**src/rtl/cpu_pkg.sv**
```systemverilog
// cpu_pkg: shared constants, load-size codes and MEM/WB state encoding.
package cpu_pkg;

  localparam int DATA_W = 32;
  localparam int REG_AW = 5;

  localparam logic [1:0] LS_BYTE = 2'b00;
  localparam logic [1:0] LS_HALF = 2'b01;
  localparam logic [1:0] LS_WORD = 2'b10;

  typedef enum logic [1:0] {
    S_IDLE  = 2'b00,
    S_WAIT  = 2'b01,
    S_DRAIN = 2'b10
  } state_t;

endpackage

```
**src/rtl/mem_wb_stage_load_align.sv**
```systemverilog
// load_align: picks the addressed byte/half/word out of a read word and
// zero- or sign-extends it to the full datapath width. Purely combinational.
module load_align
  import cpu_pkg::*;
(
  input  logic [DATA_W-1:0] rdata,
  input  logic [1:0]        addr_lo,
  input  logic [1:0]        size,
  input  logic              is_unsigned,
  output logic [DATA_W-1:0] data
);

  logic [7:0]  lane [4];
  logic [7:0]  byte_sel;
  logic [15:0] half_sel;

  genvar gi;
  generate
    for (gi = 0; gi < 4; gi++) begin : g_lane
      assign lane[gi] = rdata[8*gi +: 8];
    end
  endgenerate

  assign byte_sel = lane[addr_lo];
  // addr_lo[0] is irrelevant for halfword loads
  assign half_sel = addr_lo[1] ? rdata[31:16] : rdata[15:0];

  // select the lane and extend according to size and signedness
  always_comb begin
    data = rdata;
    case (size)
      LS_BYTE: data = is_unsigned ? {24'h0, byte_sel} : {{24{byte_sel[7]}}, byte_sel};
      LS_HALF: data = is_unsigned ? {16'h0, half_sel} : {{16{half_sel[15]}}, half_sel};
      default: data = rdata;
    endcase
  end

endmodule

```
**src/rtl/mem_wb_stage.sv**
```systemverilog
// mem_wb_stage: MEM/WB pipeline stage. Waits for the variable-latency data
// read, aligns load data, picks memory vs ALU result and emits one registered
// write-back beat. Optional load watchdog enabled by MEM_WB_TIMEOUT_EN.
module mem_wb_stage #(
  parameter int DATA_W      = cpu_pkg::DATA_W,
  parameter int REG_AW      = cpu_pkg::REG_AW,
  parameter int TIMEOUT_CYC = 255
) (
  input  logic              Clock,
  input  logic              Reset,
  input  logic              in_valid,
  input  logic              in_flush,
  input  logic              in_mem_to_reg,
  input  logic              in_reg_write,
  input  logic [REG_AW-1:0] in_rd,
  input  logic [DATA_W-1:0] in_alu_result,
  input  logic [1:0]        in_addr_lo,
  input  logic [1:0]        in_load_size,
  input  logic              in_load_unsigned,
  input  logic              dmem_rvalid,
  input  logic [DATA_W-1:0] dmem_rdata,
  output logic              stall_out,
  output logic              wb_valid,
  output logic              wb_we,
  output logic [REG_AW-1:0] wb_rd,
  output logic [DATA_W-1:0] wb_data,
  output logic              err
);
  import cpu_pkg::*;

  state_t state_reg, state_next;

  logic [REG_AW-1:0] rd_reg;
  logic              reg_write_reg;
  logic [1:0]        addr_lo_reg;
  logic [1:0]        load_size_reg;
  logic              load_unsigned_reg;

  logic              accept;
  logic              timeout_hit;

  logic [1:0]        al_addr_lo;
  logic [1:0]        al_size;
  logic              al_unsigned;
  logic [DATA_W-1:0] al_data;

  logic              beat_next;
  logic              we_next;
  logic              err_set;
  logic [REG_AW-1:0] rd_next;
  logic [DATA_W-1:0] data_next;

  assign accept = (state_reg == S_IDLE) && in_valid && !in_flush;

  // In IDLE the aligner sees the live MEM fields (same-cycle load); while
  // waiting it sees the fields captured at accept time.
  assign al_addr_lo  = (state_reg == S_IDLE) ? in_addr_lo       : addr_lo_reg;
  assign al_size     = (state_reg == S_IDLE) ? in_load_size     : load_size_reg;
  assign al_unsigned = (state_reg == S_IDLE) ? in_load_unsigned : load_unsigned_reg;

  load_align u_load_align (
    .rdata       (dmem_rdata),
    .addr_lo     (al_addr_lo),
    .size        (al_size),
    .is_unsigned (al_unsigned),
    .data        (al_data)
  );

`ifdef MEM_WB_TIMEOUT_EN
  localparam logic [7:0] TIMEOUT_LIM = 8'(TIMEOUT_CYC);
  logic [7:0] cnt_reg;
  logic       err_reg;

  // watchdog counter: restarts on entering WAIT/DRAIN, counts while there
  always_ff @(posedge Clock or negedge Reset) begin
    if (!Reset) begin
      cnt_reg <= '0;
    end else if (state_next != state_reg && state_next != S_IDLE) begin
      cnt_reg <= '0;
    end else if (state_reg != S_IDLE) begin
      cnt_reg <= cnt_reg + 8'd1;
    end
  end

  // sticky timeout flag
  always_ff @(posedge Clock or negedge Reset) begin
    if (!Reset) begin
      err_reg <= 1'b0;
    end else if (err_set) begin
      err_reg <= 1'b1;
    end
  end

  assign timeout_hit = (cnt_reg == TIMEOUT_LIM);
  assign err         = err_reg;
`else
  logic [7:0] unused_timeout_cyc;
  assign unused_timeout_cyc = 8'(TIMEOUT_CYC);
  assign timeout_hit        = 1'b0;
  assign err                = 1'b0;
`endif

  // state register
  always_ff @(posedge Clock or negedge Reset) begin
    if (!Reset) begin
      state_reg <= S_IDLE;
    end else begin
      state_reg <= state_next;
    end
  end

  // next-state logic; read data has priority over flush and timeout in WAIT
  always_comb begin
    state_next = state_reg;
    case (state_reg)
      S_IDLE:  if (accept && in_mem_to_reg && !dmem_rvalid) state_next = S_WAIT;
      S_WAIT: begin
        if (dmem_rvalid)      state_next = S_IDLE;
        else if (in_flush)    state_next = S_DRAIN;
        else if (timeout_hit) state_next = S_IDLE;
      end
      S_DRAIN: if (dmem_rvalid || timeout_hit) state_next = S_IDLE;
      default: state_next = S_IDLE;
    endcase
  end

  // beat decode: whether a write-back completes this cycle and with what
  always_comb begin
    beat_next = 1'b0;
    we_next   = 1'b0;
    err_set   = 1'b0;
    rd_next   = rd_reg;
    data_next = al_data;
    case (state_reg)
      S_IDLE: begin
        if (accept && (!in_mem_to_reg || dmem_rvalid)) begin
          beat_next = 1'b1;
          rd_next   = in_rd;
          we_next   = in_reg_write && (in_rd != '0);
          if (!in_mem_to_reg) data_next = in_alu_result;
        end
      end
      S_WAIT: begin
        if (dmem_rvalid && !in_flush) begin
          beat_next = 1'b1;
          we_next   = reg_write_reg && (rd_reg != '0);
        end else if (!dmem_rvalid && !in_flush && timeout_hit) begin
          beat_next = 1'b1;
          data_next = '0;
          err_set   = 1'b1;
        end
      end
      default: ;
    endcase
  end

  // capture control of an accepted instruction for the WAIT path
  always_ff @(posedge Clock or negedge Reset) begin
    if (!Reset) begin
      rd_reg            <= '0;
      reg_write_reg     <= 1'b0;
      addr_lo_reg       <= '0;
      load_size_reg     <= '0;
      load_unsigned_reg <= 1'b0;
    end else if (accept) begin
      rd_reg            <= in_rd;
      reg_write_reg     <= in_reg_write;
      addr_lo_reg       <= in_addr_lo;
      load_size_reg     <= in_load_size;
      load_unsigned_reg <= in_load_unsigned;
    end
  end

  // registered write-back beat and stall; rd/data hold between beats
  always_ff @(posedge Clock or negedge Reset) begin
    if (!Reset) begin
      stall_out <= 1'b0;
      wb_valid  <= 1'b0;
      wb_we     <= 1'b0;
      wb_rd     <= '0;
      wb_data   <= '0;
    end else begin
      stall_out <= (state_next != S_IDLE);
      wb_valid  <= beat_next;
      wb_we     <= beat_next && we_next;
      if (beat_next) begin
        wb_rd   <= rd_next;
        wb_data <= data_next;
      end
    end
  end

endmodule
```
**config.mk**
```make
export PLATFORM = sky130hd
export DESIGN_NAME = mem_wb_stage
export DESIGN_NICKNAME = d
export VERILOG_FILES = /design/src/rtl/cpu_pkg.sv /design/src/rtl/mem_wb_stage_load_align.sv /design/src/rtl/mem_wb_stage.sv
export SDC_FILE = /design/constraint.sdc
export NUM_CORES = 1
export LEC_CHECK = 0
export BUFFER_PORTS_ARGS = -buffer_cell sky130_fd_sc_hd__clkbuf_2
export CAP_MARGIN = 10
export CORE_AREA = 2 2 87 89
export DETAILED_ROUTE_END_ITERATION = 16
export DIE_AREA = 0 0 89 91
export PLACE_DENSITY = 0.78
export SYNTH_ARGS = -nofsm -noshare
export SYNTH_HDL_FRONTEND = slang
export SYNTH_HIERARCHICAL = 1
export SYNTH_SLANG_ARGS = --single-unit
```
**constraint.sdc**
```tcl
create_clock -name Clock -period 3.3 [get_ports Clock]
set_input_delay 0.165 -clock Clock [delete_from_list [all_inputs] [get_ports Clock]]
set_output_delay 0.165 -clock Clock [all_outputs]
set_load 0.05 [all_outputs]
```
==> results.toml <==
[run_status]
status = "completed"

[min_path]
hold_path.class = "primary input to flip-flop"
hold_depth = 3
hold_end = "load_size_reg[0]"
hold_start = "in_load_size[0]"

[synth]
syn-num-nets = 470
yosysUniqueCellTypes = 40
synthCells = 389
yosysSeqAreaShare_pct = 38.4
synth-async-reset-ratio_pct = 100
synth_edf_count = 0
synth.top_cell.area_share_pct = 38.4
netlist_area_um2 = 3450
ys_dominant_reg_cell = "dfrtp_1"
synth_area_per_cell_um2 = 8.87
ys_warn_count = 6
yosysTopAreaCell = "dfrtp_1"
synth_area_leaders = "dfrtp_1 38%, a31oi_1 13%, nand3b_1 7.2%"
ys_ff_latch = 53

[finish]
instances_no_fill = 582
diodes = 0
fin_util_pct = 57.9
largest_register_ff_count = 32
syn2layout_area_growth_pct = 19.7
final_common_cell = "clkbuf_2"
drive_above_1_share_pct = 35.8
nets = 563
mostFrequentLayoutCells = "120 x clkbuf_2, 74 x a31oi_1, 57 x nand2_1, 53 x dfrtp_1, 34 x o21ai_0"

[sta]
rsz0062_at_grt = "no"
setup-violations-final = 0
skew_ps = 5.87
layout_setup_ws_ps = 354
hold_violations = 0
maxSlewHeadroom_pct = 46.6
final_max_slew_viol_count = 0
fin_crit_ps = 2950
setup_tns_ps = 0
timing.final.crit_share_pct = 89.3
fmax_mhz = 339
worst_pin_slew_ps = 801

[global_routing]
grt_pass1_vias = 3279
gr-total-overflow = 0
grt_max_degree = 51
antenna_found_initial = 0
grt_use_total_pct = 25.4
grt_pass1_wl_mm = 16.3

[route]
ant_nets = 0
num_vias = 3540
dr.max_layer_used = "met4"
viasPerCell = 6.08
drt-total-wl_mm = 10.5
met2WireLength_mm = 4.91
first_iter_violations = 400
wl_met3_um = 736
wl_per_cell_um = 18.1
drc = 0
wl_met1_mm = 4.75
first_pass_iters = 5

[worst_setup_path]
max_stage_delay_ps = 580
worstPathCellList = "nor2_1 > mux2_2 > nor2b_1 > nand2_2 > o221a_2 > o21ai_0 > a31oi_1"
cp.arrival_ps = 3140
start_kind = "flip-flop"
reg2regPathDepth = 7
critPathSlowestCell = "mux2_2"
crit_type = "flip-flop to flip-flop"
cp_top_family = "simple AND/OR/NAND/NOR gates"
worst-endpoint-required_ps = 3490
path_buf_inv = 0
rrSetupSlack_ps = 350
end_kind = "flip-flop"
r2r-start = "state_reg[0]"
r2r-end = "wb_data[5]"
worst-path-max-fanout = 28

[cts]
numCtsBuffers = 5
cts_resized = 0
insertion_delay_ps = 310
root_buffer = "clkbuf_8"
cts_sinks = 53
post_cts_buffers = 0
htree_levels = 2
clockBufferDepth = 2
path_clk_slew_ps = 110
cts_tree = "built"

[die]
rows = 31
pin_count = 122
coreArea_um2 = 7140
dieArea_um2 = 8100
die_w_um = 89
die_y_um = 91
start_util_pct = 48.4

[flow_run]
cap_viol_max_count = 0

[placement]
dp_cells = 573
gp_congestion = 0.974
dp_slack_ps = 427
io_buffer_count = 120
post-dp-hpwl_mm = 7.45

[power_and_ir_drop]
p_total_mw = 2.27
p_per_area_nw_per_um2 = 549
power_leakage_nw = 1.81
vdd_drop_max_v = 0.000254
## routing by layer
metal	vias up	track usage [%]
met5	-	0
met4	0	6.72
met3	11	3.55
met2	169	38.2
met1	1695	38.3
li1	1665	-
## where the power goes
| group | switching (mW) | internal [mW] | leakage [nW] |
|---|---|---|---|
| Sequential | 0.0796 | 0.777 | 0.619 |
| Clock | 0.241 | 0.159 | 0.0506 |
| Combinational | 0.721 | 0.288 | 1.14 |
| Total | 1.04 | 1.22 | 1.81 |
## logic make-up (layout without fill, tap and decap cells)
| kind of cell | Yosys count | in the layout | share of synthesized area [%] |
|---|---|---|---|
| buffers and inverters | 45 | 139 | 6.96 |
| AOI/OAI and AO/OA | 157 | 157 | 30.4 |
| DFF | 53 | 53 | 38.4 |
| other | 1 | 1 | 0.109 |
| and+or+nand+nor | 117 | 117 | 18.7 |
| muxes | 16 | 16 | 5.33 |
## worst reg2reg max path: cells and delay by family, from the launching register on
kind	cells	cell delay (ps)
AO/OA/AOI/OAI	3	530
flip-flops	1	510
multiplexers	1	580
AND/OR/NAND/NOR	3	1210
## final cells by class
class                   instances  area (µm²)
flip-flops and latches         53        1330
fillers                       668        3010
clock inverters                 3        28.8
multi-input cells             291        1900
inverters                       1        3.75
well taps                      99         124
clock buffers                   5        68.8
repair buffers                130         678
## worst max path at each step
stage                       from           to  slack [ps]  depth (start not counted)
CTS                 state_reg[0]   wb_data[5]         420                          7
detailed placement  state_reg[0]   wb_data[5]         430                          7
global placement    state_reg[0]   wb_data[2]         490                          7
global route        state_reg[0]   wb_data[5]         170                          7
floorplan           state_reg[0]  wb_data[15]         950                         10
finish              state_reg[0]   wb_data[5]         350                          7
## cell usage after synthesis, types with 4 or more instances
cell type,instances
a31oi_1,74
nand2_1,57
dfrtp_1,53
o21ai_0,34
nand3b_1,33
clkbuf_1,23
buf_2,11
o21ai_2,11
mux2i_1,9
o21ai_1,9
a221o_1,8
a22o_1,8
o221a_2,8
buf_6,6
mux2_2,5
nand3_1,5
nor2_1,4
## timing repair
action,4_1_cts,5_1_grt
endpoints found under the hold margin,28,0
hold buffers,1,0
setup endpoints to repair,0,0
## per-stage QoR
step / instance area, µm² / hold WS (ps)
3_5_place_dp: 4020 / 272
3_3_place_gp: 4020 / 262
6_report: 4130 / 56.3
4_1_cts: 4130 / 51.5
2_1_floorplan: 3450 / -131
5_1_grt: 4130 / 59.8
(Power assumes the default switching activity.)
